--- src/rtl/ir_fetch_sequencer_pkg.sv ---
// Shared definitions for the instruction fetch sequencer: state encoding and parameter defaults.
// Latency: n/a (types and constants only).
// Backpressure: n/a.
package ir_fetch_sequencer_pkg;

  // Default widths and special opcodes
  localparam int          ADDR_W_DEF   = 12;
  localparam logic [3:0]  HALT_OP_DEF  = 4'hF;
  localparam int          TIMEOUT_DEF  = 16;
  localparam int          OPCODE_W     = 4;

  // 3-bit state encodings
  localparam logic [2:0] ST_IDLE_ENC   = 3'd0;
  localparam logic [2:0] ST_REQ_ENC    = 3'd1;
  localparam logic [2:0] ST_LOAD_ENC   = 3'd2;
  localparam logic [2:0] ST_DECODE_ENC = 3'd3;
  localparam logic [2:0] ST_EXEC_ENC   = 3'd4;
  localparam logic [2:0] ST_HALTED_ENC = 3'd5;
  localparam logic [2:0] ST_ERROR_ENC  = 3'd6;

  typedef enum logic [2:0] {
    ST_IDLE   = ST_IDLE_ENC,
    ST_REQ    = ST_REQ_ENC,
    ST_LOAD   = ST_LOAD_ENC,
    ST_DECODE = ST_DECODE_ENC,
    ST_EXEC   = ST_EXEC_ENC,
    ST_HALTED = ST_HALTED_ENC,
    ST_ERROR  = ST_ERROR_ENC
  } state_t;

  // True for the states in which the sequencer is actively working on an instruction
  function automatic logic is_busy_state(input state_t s);
    return (s == ST_REQ) || (s == ST_LOAD) || (s == ST_DECODE) || (s == ST_EXEC);
  endfunction

endpackage

--- src/rtl/ir_fetch_sequencer_fetch_timeout_ctr.sv ---
// Counts cycles spent waiting for a memory acknowledge; flags terminal count at TIMEOUT-1.
// Latency: count updates one cycle after enable; tc is decoded directly from the count register.
// Backpressure: none; the owner clears it whenever it is not waiting.
module fetch_timeout_ctr
  import ir_fetch_sequencer_pkg::*;
#(
  parameter int TIMEOUT = TIMEOUT_DEF
) (
  input  logic clk,
  input  logic rst,
  input  logic clear,
  input  logic enable,
  output logic tc
);

  localparam int CW = (TIMEOUT > 2) ? $clog2(TIMEOUT) : 1;

  logic [CW-1:0] count;

  // Wait counter: clear has priority over counting
  always_ff @(posedge clk) begin
    if (rst || clear) begin
      count <= '0;
    end else if (enable) begin
      count <= count + CW'(1);
    end
  end

  assign tc = (count == CW'(TIMEOUT - 1));

endmodule

--- src/rtl/ir_fetch_sequencer.sv ---
// Sequences instruction fetch: PC, req/ack memory read, IR load pulse, execute handshake, branch and halt.
// Latency: 4 cycles per instruction minimum (REQ with same-cycle ack, LOAD, DECODE, one EXEC cycle).
// Backpressure: mem_req held until mem_ack (or timeout); EXEC waits indefinitely for exec_done.
module ir_fetch_sequencer
  import ir_fetch_sequencer_pkg::*;
#(
  parameter int                ADDR_W   = ADDR_W_DEF,
  parameter logic [ADDR_W-1:0] RESET_PC = '0,
  parameter logic [3:0]        HALT_OP  = HALT_OP_DEF,
  parameter int                TIMEOUT  = TIMEOUT_DEF
) (
  input  logic              clk,
  input  logic              rst,
  input  logic              start,
  output logic              mem_req,
  output logic [ADDR_W-1:0] mem_addr,
  input  logic              mem_ack,
  output logic              load_ir,
  input  logic [3:0]        opcode,
  output logic              exec_start,
  input  logic              exec_done,
  input  logic              branch_taken,
  input  logic [ADDR_W-1:0] branch_target,
  output logic [ADDR_W-1:0] pc,
  output logic              busy,
  output logic              halted,
  output logic              fetch_err
);

  state_t state;

  logic   to_clear;
  logic   to_enable;
  logic   to_expired;

  // The wait counter only runs while a request is outstanding and unanswered;
  // an ack on the terminal-count cycle clears it and wins over the timeout.
  assign to_enable = (state == ST_REQ) && !mem_ack;
  assign to_clear  = (state != ST_REQ) || mem_ack;

  fetch_timeout_ctr #(
    .TIMEOUT (TIMEOUT)
  ) u_timeout (
    .clk    (clk),
    .rst    (rst),
    .clear  (to_clear),
    .enable (to_enable),
    .tc     (to_expired)
  );

  // The address bus is the PC register itself, so it always tracks pc.
  assign mem_addr = pc;

  // Control FSM with PC register; every output is a flop set alongside the next state
  always_ff @(posedge clk) begin
    if (rst) begin
      state      <= ST_IDLE;
      pc         <= RESET_PC;
      mem_req    <= 1'b0;
      load_ir    <= 1'b0;
      exec_start <= 1'b0;
      busy       <= 1'b0;
      halted     <= 1'b0;
      fetch_err  <= 1'b0;
    end else begin
      // Pulsed outputs default low so they last exactly one cycle
      load_ir    <= 1'b0;
      exec_start <= 1'b0;

      case (state)
        ST_IDLE, ST_HALTED, ST_ERROR: begin
          if (start) begin
            state     <= ST_REQ;
            pc        <= RESET_PC;
            mem_req   <= 1'b1;
            busy      <= 1'b1;
            halted    <= 1'b0;
            fetch_err <= 1'b0;
          end
        end

        ST_REQ: begin
          if (mem_ack) begin
            state   <= ST_LOAD;
            mem_req <= 1'b0;
            load_ir <= 1'b1;
          end else if (to_expired) begin
            // Abandon the request; fetch_err stays up until rst or start
            state     <= ST_ERROR;
            mem_req   <= 1'b0;
            busy      <= 1'b0;
            fetch_err <= 1'b1;
          end
        end

        ST_LOAD: begin
          // IR captures the word on this edge; its opcode is valid in DECODE
          state <= ST_DECODE;
        end

        ST_DECODE: begin
          if (opcode == HALT_OP) begin
            // pc is left pointing at the halt word
            state  <= ST_HALTED;
            busy   <= 1'b0;
            halted <= 1'b1;
          end else begin
            state      <= ST_EXEC;
            exec_start <= 1'b1;
          end
        end

        ST_EXEC: begin
          if (exec_done) begin
            if (branch_taken) begin
              pc <= branch_target;
            end else begin
              pc <= pc + ADDR_W'(1);
            end
            state   <= ST_REQ;
            mem_req <= 1'b1;
          end
        end

        default: begin
          state      <= ST_IDLE;
          mem_req    <= 1'b0;
          busy       <= 1'b0;
          halted     <= 1'b0;
          fetch_err  <= 1'b0;
        end
      endcase
    end
  end

endmodule

--- config.mk ---
export PLATFORM = sky130hd
export DESIGN_NAME = ir_fetch_sequencer
export DESIGN_NICKNAME = d
export VERILOG_FILES = /design/src/rtl/ir_fetch_sequencer_pkg.sv /design/src/rtl/ir_fetch_sequencer_fetch_timeout_ctr.sv /design/src/rtl/ir_fetch_sequencer.sv
export SDC_FILE = /design/constraint.sdc
export NUM_CORES = 1
export LEC_CHECK = 0
export CORE_MARGIN = 8
export CORE_UTILIZATION = 43
export DETAILED_ROUTE_END_ITERATION = 10
export GPL_TIMING_DRIVEN = 1
export HOLD_SLACK_MARGIN = 0.02
export PLACE_DENSITY = 0.77
export SYNTH_ARGS = -nofsm -noshare
export SYNTH_HDL_FRONTEND = slang
export SYNTH_HIERARCHICAL = 1
export SYNTH_SLANG_ARGS = --single-unit
--- constraint.sdc ---
create_clock -name clk -period 1.87 [get_ports clk]
set_clock_uncertainty 0.05 [all_clocks]
set_input_delay 0.374 -clock clk [delete_from_list [all_inputs] [get_ports clk]]
set_output_delay 0.374 -clock clk [all_outputs]
set_load 0.03 [all_outputs]
==> results.json, run 1 <==
{
  "max-cap-violations": 0,
  "detail_route.iter0.violations": 105,
  "switching_power_mw": 0.5501,
  "ys_ff_latch": 25,
  "clock_latency_ns": 0.26,
  "die_y_microns": 79.39,
  "area_growth_pct": 40.33,
  "die_area_sq_um": 6303,
  "ys_seq_area_share_pct": 28.96,
  "viasPerCell": 5.653,
  "numCtsBuffers": 3,
  "syn_area_sq_um": 1728,
  "fillerInstances": 355,
  "clock-root-buffer": "clkbuf_8",
  "ys_types": 57,
  "combPwrFrac_pct": 40.8,
  "cts_tree": "done",
  "finalWirelength_microns": 4664,
  "pwr-share-seq_pct": 39.4,
  "clkPwrFrac_pct": 19.8,
  "slew_headroom_pct": 72.36,
  "start_kind": "flip-flop",
  "crit_chain": "clkdlybuf4s50_1",
  "arrival_ns": 1.39,
  "fin_crit_sh_pct": 97.01,
  "dpl_cell_area_sq_um": 2356,
  "start_util_pct": 43.83,
  "nNetsFinal": 295,
  "globalplace.congestion": 0.9192,
  "dp_cells": 316,
  "path_class": "reg -> out",
  "antenna_found_initial": 0,
  "fin_util_pct": 61.50,
  "finalNonFillerCells": 320,
  "drc": 0,
  "grt_pass1_vias": 1789,
  "cts_hold_buf": 0,
  "rsz0062_at_grt": "no",
  "finalSetupViolCount": 0,
  "ant_nets": 0,
  "cts_max_level": 1,
  "worst_slew_pin_slew_ns": 0.4140,
  "fmax_ghz": 0.5512,
  "first_pass_iters": 4,
  "final_layout_size_suffix_gt1_share_pct": 18.52,
  "p_leak_nw": 1.060,
  "cellPowerDensity_nw_per_um2": 657.5,
  "antenna_cells": 0,
  "core_area_sq_um": 3943,
  "max_stage_delay_ns": 0.70,
  "crit_fanout": 5,
  "clk_pin_slew_ns": 0.08,
  "grt_max_degree": 17,
  "path_buf_inv": 1,
  "internal_power_mw": 1.044,
  "cts_buffer_depth": 2,
  "syn_avg_cell_area_sq_um": 8.151,
  "cts_sinks": 25,
  "vias": 1809,
  "overflow": 0,
  "io_buffers": 51,
  "slew_violations": 0,
  "die_w_microns": 79.39,
  "rows": 23,
  "design_area_sq_um": 2425,
  "status": "completed",
  "wire_per_inst_microns": 14.58,
  "p_sw_share_pct": 34.51,
  "async_flop_share_pct": 0,
  "synth_flop_cell": "dfxtp_1",
  "min_path_type": "reg -> reg",
  "ioPinCount": 52,
  "synth_edf_count": 0,
  "irDropWorstVdd_uv": 394.9,
  "track_usage_pct": 14.90,
  "crit_path_end_kind": "output pin",
  "yosys_warnings": 6,
  "critPathTopFamily": "buffers and inverters",
  "worstPathRequired_ns": 1.45,
  "finalHoldViolCount": 0,
  "syn_inst": 212,
  "synth_nets": 236,
  "grt_pass1_wl_microns": 7879,
  "period_needed_ns": 1.814,
  "dp_hpwl_microns": 3645,
  "worst_path_max_delay_cell": "clkdlybuf4s50_1"
}
## cells in the mapped netlist (2+ instances only)
master	n	area, sq um
clkbuf_1	7	26.28
buf_2	4	20.02
nor3_1	7	35.03
o22ai_1	4	25.02
o21ai_0	7	35.03
dfxtp_1	25	500.5
o2bb2ai_1	3	26.28
nand3_1	2	10.01
a21o_1	2	15.01
nor4b_1	2	17.52
and3_1	3	18.77
ha_1	2	25.02
o32ai_1	6	52.55
mux2_2	2	22.52
nand2_1	11	41.29
inv_1	9	33.78
nand2b_1	5	31.28
a31oi_1	2	12.51
mux2i_1	2	20.02
nor4_1	4	25.02
xnor2_1	4	35.03
or3_1	5	31.28
nor2_1	18	67.56
o221a_2	3	33.78
nand4_1	3	18.77
a22oi_1	5	37.54
a221oi_1	2	17.52
nor2b_1	5	31.28
a21oi_1	19	95.09
buf_4	12	90.09
## placed cells by master (no fill, tap or decap), drive strengths merged, types with 2 or more instances in the layout
master,Yosys,final
clkdlybuf4s50,0,35
buf,17,27
dfxtp,25,25
a21oi,19,19
nor2,18,18
nand2,11,11
inv,10,10
dlymetal6s2s,0,9
o21ai,8,8
nor3,7,7
dlygate4sd2,0,7
o32ai,6,6
nand2b,5,5
or3,5,5
a22oi,5,5
nor2b,5,5
o22ai,4,4
xnor2,4,4
nor4,4,4
nand4,4,4
clkbuf,7,4
mux2,4,4
o2bb2ai,3,3
o221a,3,3
a221oi,3,3
and3,3,3
nand3,3,3
mux2i,3,3
a31oi,2,2
a21o,2,2
nor4b,2,2
o211ai,2,2
o211a,2,2
or2,2,2
ha,2,2
## metal layers
metal  GRT usage, %  vias to the layer above  share of wire (%)  routed length [microns]
met5              0                        -                  0                        0
met2          25.97                       57                 47                     2208
li1               -                      893                  -                        -
met3          3.041                        9                5.6                      262
met1          17.09                      850                 45                     2109
met4          6.667                        0                1.8                       82
## through the flow
stage | worst slack, ns | TNS [ns] | hold WS [ns] | power (mW)
2_1_floorplan | 0.1021 | 0 | 0.4567 | 1.059
3_3_place_gp | -0.1502 | -1.262 | 0.4128 | 1.291
3_5_place_dp | -0.1922 | -1.671 | 0.4241 | 1.299
4_1_cts | 0.0006454 | 0 | 0.4377 | 1.616
5_1_grt | 0.004672 | 0 | 0.4651 | 1.702
6_report | 0.05590 | 0 | 0.4329 | 1.594
## cells by family (layout without fill, tap and decap cells)
kind of cell             count (synthesis)  after routing  synth area share, %
AND/OR/NAND/NOR                         76             76                24.91
AO/OA/AOI/OAI                           63             63                26.65
buffers and inverters                   34             92                10.72
flip-flops                              25             25                28.96
multiplexers                             7              7                4.779
XOR/XNOR                                 5              5                2.534
adder cells (fa/ha/maj)                  2              2                1.448
## area by class of cell
type | count | area [sq um] | area share (%)
well taps | 50 | 62.56 | 2.580
multi-input cells | 153 | 1052 | 43.40
flip-flops and latches | 25 | 500.5 | 20.64
repair buffers | 78 | 726.9 | 29.98
inverters | 10 | 37.54 | 1.548
clock buffers | 4 | 45.04 | 1.858
## timing repair
| action | CTS | global route |
|---|---|---|
| cloned | 0 | 0 |
| resized for setup | 7 | 12 |
| buffers inserted | 0 | 0 |
| endpoints found under the setup margin | 8 | 11 |
## final timing paths
| check | start | end | slack, ns | cells after the start |
|---|---|---|---|---|
| hold reg to reg | mem_req | mem_req | 0.43 | 2 |
| setup / recovery | mem_addr[10] | mem_addr[10] | 0.06 | 1 |
| hold / removal | mem_req | mem_req | 0.43 | 2 |
| setup reg to reg | u_timeout/count[1] | busy | 0.12 | 6 |
## power by group through the flow
| stage | sequential [mW] | combinational (mW) | clock, mW |
|---|---|---|---|
| finish | 0.627 | 0.651 | 0.316 |
| global route | 0.636 | 0.716 | 0.350 |
| CTS | 0.628 | 0.656 | 0.332 |
| detailed placement | 0.640 | 0.659 | 0 |
| global placement | 0.640 | 0.651 | 0 |
| floorplan | 0.656 | 0.403 | 0 |
## registers in the layout (all words and copies together) (netlist names)
signal           flops
busy                 1
halted               1
load_ir              1
u_timeout/count      4
mem_req              1
exec_start           1
state                3
fetch_err            1
mem_addr            12
Power figures use the tool's default switching activity.
==> inputs of run 2 (changes only) <==
==> constraint.sdc (replaced) <==
create_clock -name clk -period 1.87 [get_ports clk]
set_clock_uncertainty 0.05 [all_clocks]
set_input_delay 0.374 -clock clk [delete_from_list [all_inputs] [get_ports clk]]
set_output_delay 0.374 -clock clk [all_outputs]
set_load 0.01 [all_outputs]
==> results.json, run 2 (synthesized netlist as in run 1, its figures left out) <==
{
  "cts_tree": "done",
  "grt_pass1_vias": 1770,
  "die_area_sq_um": 6303,
  "slew_violations": 0,
  "grt_max_degree": 17,
  "start_util_pct": 43.83,
  "clock-root-buffer": "clkbuf_8",
  "fillerInstances": 388,
  "final_common_cell": "clkdlybuf4s50_1",
  "clkPwrFrac_pct": 21.0,
  "critPathTopFamily": "buffers and inverters",
  "rsz0062_at_grt": "no",
  "crit_fanout": 8,
  "arrival_ns": 1.34,
  "status": "completed",
  "whs_path_depth": 2,
  "cellPowerDensity_nw_per_um2": 651.3,
  "path_class": "reg -> out",
  "whs_ns": 0.4342,
  "start_kind": "flip-flop",
  "max_stage_delay_ns": 0.59,
  "cp.depth": 1,
  "io_buffers": 51,
  "combPwrFrac_pct": 38.7,
  "finalWirelength_microns": 4570,
  "track_usage_pct": 14.50,
  "post_cts_buffers": 0,
  "viasPerCell": 5.690,
  "internal_power_mw": 1.051,
  "max-cap-violations": 0,
  "antenna_found_initial": 0,
  "dp_cells": 315,
  "ioPinCount": 52,
  "design_area_sq_um": 2401,
  "numCtsBuffers": 3,
  "fin_crit_sh_pct": 94.46,
  "drc": 0,
  "switching_power_mw": 0.5129,
  "pwr-share-seq_pct": 40.3,
  "crit_chain": "clkdlybuf4s50_1",
  "grt_pass1_wl_microns": 7714,
  "ant_nets": 0,
  "final_cell_mix": "51 x clkdlybuf4s50_1, 26 x buf_4, 25 x dfxtp_1, 19 x a21oi_1, 18 x nor2_1",
  "die_y_microns": 79.39,
  "cts_max_level": 1,
  "globalplace.congestion": 0.9182,
  "vias": 1815,
  "antenna_cells": 0,
  "die_w_microns": 79.39,
  "min_path_type": "reg -> reg",
  "p_leak_nw": 0.8590,
  "clock_latency_ns": 0.27,
  "wire_per_inst_microns": 14.33,
  "core_area_sq_um": 3943,
  "first_pass_iters": 4,
  "p_sw_share_pct": 32.80,
  "ff2ff_path_depth": 6,
  "area_growth_pct": 38.96,
  "overflow": 0,
  "cts_buffer_depth": 2,
  "nNetsFinal": 294,
  "slew_headroom_pct": 71.35,
  "cts_sinks": 25,
  "clk_pin_slew_ns": 0.09,
  "dp_hpwl_microns": 3573,
  "finalHoldViolCount": 0,
  "worst_path_max_delay_cell": "clkdlybuf4s50_1",
  "finalSetupViolCount": 0,
  "final_layout_size_suffix_gt1_share_pct": 17.84,
  "crit_path_end_kind": "output pin",
  "detail_route.iter0.violations": 137,
  "path_buf_inv": 1,
  "dpl_cell_area_sq_um": 2349,
  "worstPathRequired_ns": 1.45,
  "rows": 23,
  "period_needed_ns": 1.766,
  "worst_slew_pin_slew_ns": 0.4292,
  "totalPowerFinal_mw": 1.564,
  "fmax_ghz": 0.5661,
  "finalNonFillerCells": 319,
  "largest_register_ffs": 12,
  "irDropWorstVdd_uv": 332.8
}
-- run 2: changes by cell type in the layout (fill, tap and decap cells not counted) --
| cell | before | now |
|---|---|---|
| clkdlybuf4s50_1 | 35 | 51 |
| dlymetal6s2s_1 | 9 | 0 |
| dlygate4sd2_1 | 7 | 0 |
| buf_4 | 27 | 26 |
| ha_2 | 1 | 0 |
| ha_1 | 1 | 2 |
-- run 2: repair_timing --
| item | in CTS | in global routing |
|---|---|---|
| endpoints found under the setup margin | 0 | 1 |
| hold buffers | 0 | 0 |
| gates resized for setup | 0 | 2 |
-- run 2: metrics by stage --
step                      setup slack (ns)  util (%)  TNS [ns]
after floorplan                     0.1021         -         0
after global placement             -0.1508     59.57    -1.268
after detailed placement           -0.1670     59.57    -1.496
after CTS                          0.02356     60.71         0
after global routing               0.02894     60.90         0
final                               0.1036     60.90         0
-- run 2: path summary, 6_finish.rpt --
| path | startpoint | to | slack (ns) |
|---|---|---|---|
| max reg2reg | u_timeout/count[1] | busy | 0.11 |
| max | mem_addr[7] | mem_addr[7] | 0.10 |
| min reg2reg | mem_req | mem_req | 0.43 |
| min | mem_req | mem_req | 0.43 |
-- run 2: power by group through the flow --
| stage | Sequential [mW] | Clock [mW] | Combinational [mW] |
|---|---|---|---|
| after floorplan | 0.619 | 0 | 0.388 |
| after detailed placement | 0.641 | 0 | 0.604 |
| after global routing | 0.636 | 0.358 | 0.671 |
| final | 0.630 | 0.329 | 0.605 |
| after global placement | 0.641 | 0 | 0.598 |
| after CTS | 0.629 | 0.333 | 0.606 |
-- run 2: cell type report --
class,instances,area (sq um),share of cell area [%]
Multi-Input combinational cell,153,1050,43.72
Timing Repair Buffer,77,705.7,29.39
Sequential cell,25,500.5,20.84
Tap cell,50,62.56,2.606
Clock buffer,4,45.04,1.876
Inverter,10,37.54,1.563
-- run 2: per-layer routing --
layer  global-route usage (%)  wire length [microns]  vias to the layer above
met2                    26.21                   2149                       68
met5                        0                      0                        -
met4                    4.815                     59                        0
met3                    2.703                    398                        7
li1                         -                      -                      900
met1                    16.62                   1963                      840
